File: src/rtl/gray_counter.sv
// Up/down binary counter with a registered, same-cycle Gray-code view and a one-cycle wrap pulse.
// Loads accept either binary or Gray-coded values; synchronous active-high reset.
module gray_counter #(
   parameter int unsigned WIDTH   = 4,
   parameter int unsigned RST_VAL = 0
) (
   input  logic             i_clk,
   input  logic             i_rst,
   input  logic             i_en,
   input  logic             i_up,
   input  logic             i_load,
   input  logic             i_load_gray,
   input  logic [WIDTH-1:0] i_load_val,
   output logic [WIDTH-1:0] o_bin,
   output logic [WIDTH-1:0] o_gray,
   output logic             o_wrap
);

   localparam logic [WIDTH-1:0] RstBin  = RST_VAL[WIDTH-1:0];
   localparam logic [WIDTH-1:0] RstGray = RstBin ^ (RstBin >> 1);
   localparam logic [WIDTH-1:0] MaxVal  = {WIDTH{1'b1}};

   logic [WIDTH-1:0] count_q, count_d;
   logic [WIDTH-1:0] gray_q, gray_d;
   logic             wrap_q, wrap_d;
   logic [WIDTH-1:0] load_bin;

   // Gray decode: each binary bit is the XOR of all Gray bits at or above it.
   always_comb begin
      load_bin = '0;
      for (int i = 0; i < int'(WIDTH); i++) begin
         load_bin[i] = ^(i_load_val >> i);
      end
   end

   always_comb begin
      count_d = count_q;
      wrap_d  = 1'b0;
      if (i_load) begin
         count_d = i_load_gray ? load_bin : i_load_val;
      end else if (i_en) begin
         if (i_up) begin
            count_d = count_q + 1'b1;
            wrap_d  = (count_q == MaxVal);
         end else begin
            count_d = count_q - 1'b1;
            wrap_d  = (count_q == '0);
         end
      end
      gray_d = count_d ^ (count_d >> 1);
   end

   always_ff @(posedge i_clk) begin
      if (i_rst) begin
         count_q <= RstBin;
         gray_q  <= RstGray;
         wrap_q  <= 1'b0;
      end else begin
         count_q <= count_d;
         gray_q  <= gray_d;
         wrap_q  <= wrap_d;
      end
   end

   assign o_bin  = count_q;
   assign o_gray = gray_q;
   assign o_wrap = wrap_q;

endmodule

File: config.mk
export PLATFORM = sky130hd
export DESIGN_NAME = gray_counter
export DESIGN_NICKNAME = d
export VERILOG_FILES = /design/src/rtl/gray_counter.sv
export SDC_FILE = /design/constraint.sdc
export NUM_CORES = 1
export LEC_CHECK = 0
export BUFFER_PORTS_ARGS = -buffer_cell sky130_fd_sc_hd__buf_2
export CELL_PAD_IN_SITES_DETAIL_PLACEMENT = 0
export CELL_PAD_IN_SITES_GLOBAL_PLACEMENT = 1
export CORE_UTILIZATION = 30
export CTS_CLUSTER_SIZE = 16
export DETAILED_ROUTE_END_ITERATION = 10
export GPL_TIMING_DRIVEN = 1
export HOLD_SLACK_MARGIN = 0.1
export PLACE_DENSITY_LB_ADDON = 0.1
export SYNTH_ARGS = -nofsm -noshare
export SYNTH_HDL_FRONTEND = slang
export SYNTH_SLANG_ARGS = --single-unit
File: constraint.sdc
create_clock -name i_clk -period 1.83 [get_ports i_clk]
set_clock_uncertainty 0.15 [all_clocks]
set_input_delay 0.183 -clock i_clk [delete_from_list [all_inputs] [get_ports i_clk]]
set_output_delay 0.183 -clock i_clk [all_outputs]
set_load 0.05 [all_outputs]
==> out/qor.csv <==
stage;metric;value;unit
run;cap_violations;0;
clock_tree;clkLatencyLatePin;0.25;ns
clock_tree;cts-buffers-inserted;3;
worst_hold_path;hold_path.class;in -> reg;
clock_tree;clk_path_buf_depth;2;
logic_synthesis;muxShareOfSynthArea;0;%
route;dr.pass1.iters;2;
timing;rsz0062_at_grt;yes;
logic_synthesis;syn_area_per_cell;8.64;um2
final_layout;area_growth;38.0;%
logic_synthesis;synthDistinctLibCells;32;
timing;timing.fmax;0.562;GHz
logic_synthesis;ys.flop_type;dfxtp_1;
power;p_int;0.000380;W
timing;worstMarginPinSlew;0.261;ns
logic_synthesis;syn_inst;64;
power;leakage;0.344;nW
power;pwr-share-seq;34.5;%
timing;relSlewSlack;82.3;%
route;first_iter_violations;5;
worst_setup_path;critPathMaxFanout;6;
route;drt-total-wl;1240;um
clock_tree;cts_sinks;8;
final_layout;final_common_cell;buf_2;
logic_synthesis;ys_seq_area_share;29.0;%
timing;fin_setup_tns;0;ns
timing;whs;0.153;ns
clock_tree;cts_root_buf;clkbuf_4;
timing;fin_crit_sh;97.3;%
power;p_sw;0.000239;W
worst_setup_path;worst-path-buf-inv;1;
worst_setup_path;crit_path_start_kind;flip-flop;
global_route;antenna_found_initial;0;
worst_setup_path;crit_family;simple AND/OR/NAND/NOR gates;
logic_synthesis;ys_warn_count;0;
global_route;grt.overflow.total;0;
route;drc;0;
worst_setup_path;path_class;reg -> reg;
place;placed_area;681;um2
route;num_vias;526;
power;p_comb_share;42.8;%
logic_synthesis;synth_top_family_by_area;simple AND/OR/NAND/NOR gates;
worst_setup_path;cp_slowest_cell;fa_2;
logic_synthesis;synth.area.top_cells;dfxtp_1, xor2_1, nor2b_1;
power;p_clk_share;22.7;%
logic_synthesis;synth_simple_gate_area_share;31.0;%
route;post_drt_wl_per_cell;10.9;um
final_layout;drive_gt1_share;42.0;%
place;gp_congestion;0.702;
power;p_per_area;811;nW/um2
place;dp_hpwl;905;um
status;status;completed;
floorplanning;die_height;44.9;um
logic_synthesis;synth_compound_area_share;11.3;%
logic_synthesis;syn-num-nets;77;
worst_setup_path;crit_required;1.82;ns
global_route;grt_max_degree;15;
timing;hold_viol;0;
global_route;grt_pass1_wl;1890;um
clock_tree;cts_tree;built;
worst_setup_path;cp.arrival;1.77;ns
final_layout;layout_common_cells;buf_2, nor2_1, dfxtp_1;
logic_synthesis;synth-xor-area-share;15.2;%
worst_setup_path;crit_chain;inv_2 -> fa_2 -> nor2b_2 -> nor3_2 -> nor3_2 -> xnor2_1 -> nor2_1;
clock_tree;cts.htree.levels;1;
logic_synthesis;ys_ff_latch;8;
logic_synthesis;synth_top_cell_area_share;29.0;%
route;viasPerCell;4.65;
worst_setup_path;end_kind;flip-flop;
floorplanning;core;1730;um2
floorplanning;initial_utilization;32.0;%
floorplanning;dieArea;2020;um2
logic_synthesis;async_flop_share;0;%
place;portBuffers;18;
logic_synthesis;synth_area_leader_cell;dfxtp_1;
floorplanning;row_count;15;
logic_synthesis;syn_area;553;um2
timing;drv_slew;0;
logic_synthesis;synthAdderAreaFrac;8.14;%
power;netSwitchingFraction;38.6;%
route;drt.antenna.violating_nets;0;
timing;finalCriticalPeriod;1.78;ns
power;ir_worst_vdd;257;uV
final_layout;final_nets;102;
clock_tree;clk_pin_slew;0.06;ns
final_layout;fin_area;763;um2
final_layout;diodes;0;
worst_setup_path;cp_common_cell;nor3_2;
timing;setup_violations;0;
global_route;grt_pass1_vias;436;
floorplanning;die_x;44.9;um
worst_setup_path;max_stage_delay;0.43;ns
floorplanning;io_pins;19;
global_route;track_usage;13.1;%
logic_synthesis;synth_edf_count;0;
path summary, 6_finish.rpt:
kind              startpoint         to  slack, ns  cells after the start
hold / removal          i_en     o_wrap       0.15                      2
setup reg to reg    o_bin[0]  o_gray[1]       0.05                      7
hold reg to reg     o_bin[2]     o_wrap       0.52                      4
setup / recovery    o_bin[0]  o_gray[1]       0.05                      7
logic make-up (layout without fill, tap and decap cells):
family	Yosys count	after routing
buffers and inverters	7	31
xor gates and xnor gates	8	8
and+or+nand+nor	28	28
AOI/OAI and AO/OA	10	10
adders and majority gates	3	3
DFF	8	8
cells in the mapped netlist, drive strengths merged, types with 2 or more instances:
master  n
nor4    2
a21oi   4
ha      2
nor2b   5
clkbuf  2
dfxtp   8
xor2    4
nor3    2
inv     4
xnor2   3
nor4b   2
nor2    7
power by group through the flow:
stage                     Combinational, W  Sequential (W)  Clock [W]
after floorplan                   0.000110        0.000288          0
after global placement            0.000238        0.000219          0
after detailed placement          0.000237        0.000218          0
after CTS                         0.000244        0.000214   0.000148
after global routing              0.000285        0.000216   0.000160
final                             0.000265        0.000214   0.000141
area by class of cell:
cell class              instances  area, um2
flip-flops and latches          8        169
well taps                      25       31.3
multi-input cells              49        389
repair buffers                 23        130
clock buffers                   4       26.3
inverters                       4       17.5
fillers                       187        963
state kept, by name (all words and copies together) (netlist names):
name	flops
o_bin	4
o_wrap	1
o_gray	3
per-stage QoR:
| stage | power (W) | cells | utilization (%) | worst slack [ns] |
|---|---|---|---|---|
| floorplan | 0.000398 | 64 | - | 0.00154 |
| global placement | 0.000456 | 105 | 39.4 | -0.0242 |
| detailed placement | 0.000455 | 105 | 39.4 | -0.0402 |
| CTS | 0.000607 | 110 | 42.0 | 0.00726 |
| global route | 0.000661 | 113 | 44.2 | -0.0473 |
| finish | 0.000619 | 113 | 44.2 | 0.0494 |
repair_timing:
item	4_1_cts	5_1_grt
endpoints found under the hold margin	8	0
pin swaps	1	7
hold buffers	1	0
buffers inserted	0	3
endpoints found under the setup margin	2	3
gates resized for setup	2	4
layer usage:
metal  vias to the layer above  track usage, %  share of wire [%]
met3                         0            2.40                3.1
met2                        13            18.6                 49
li1                        272               -                  -
met1                       241            18.4                 48
met5                         -               0                  0
met4                         0            7.27                  0
No activity file was read; power rests on OpenSTA's default activity.
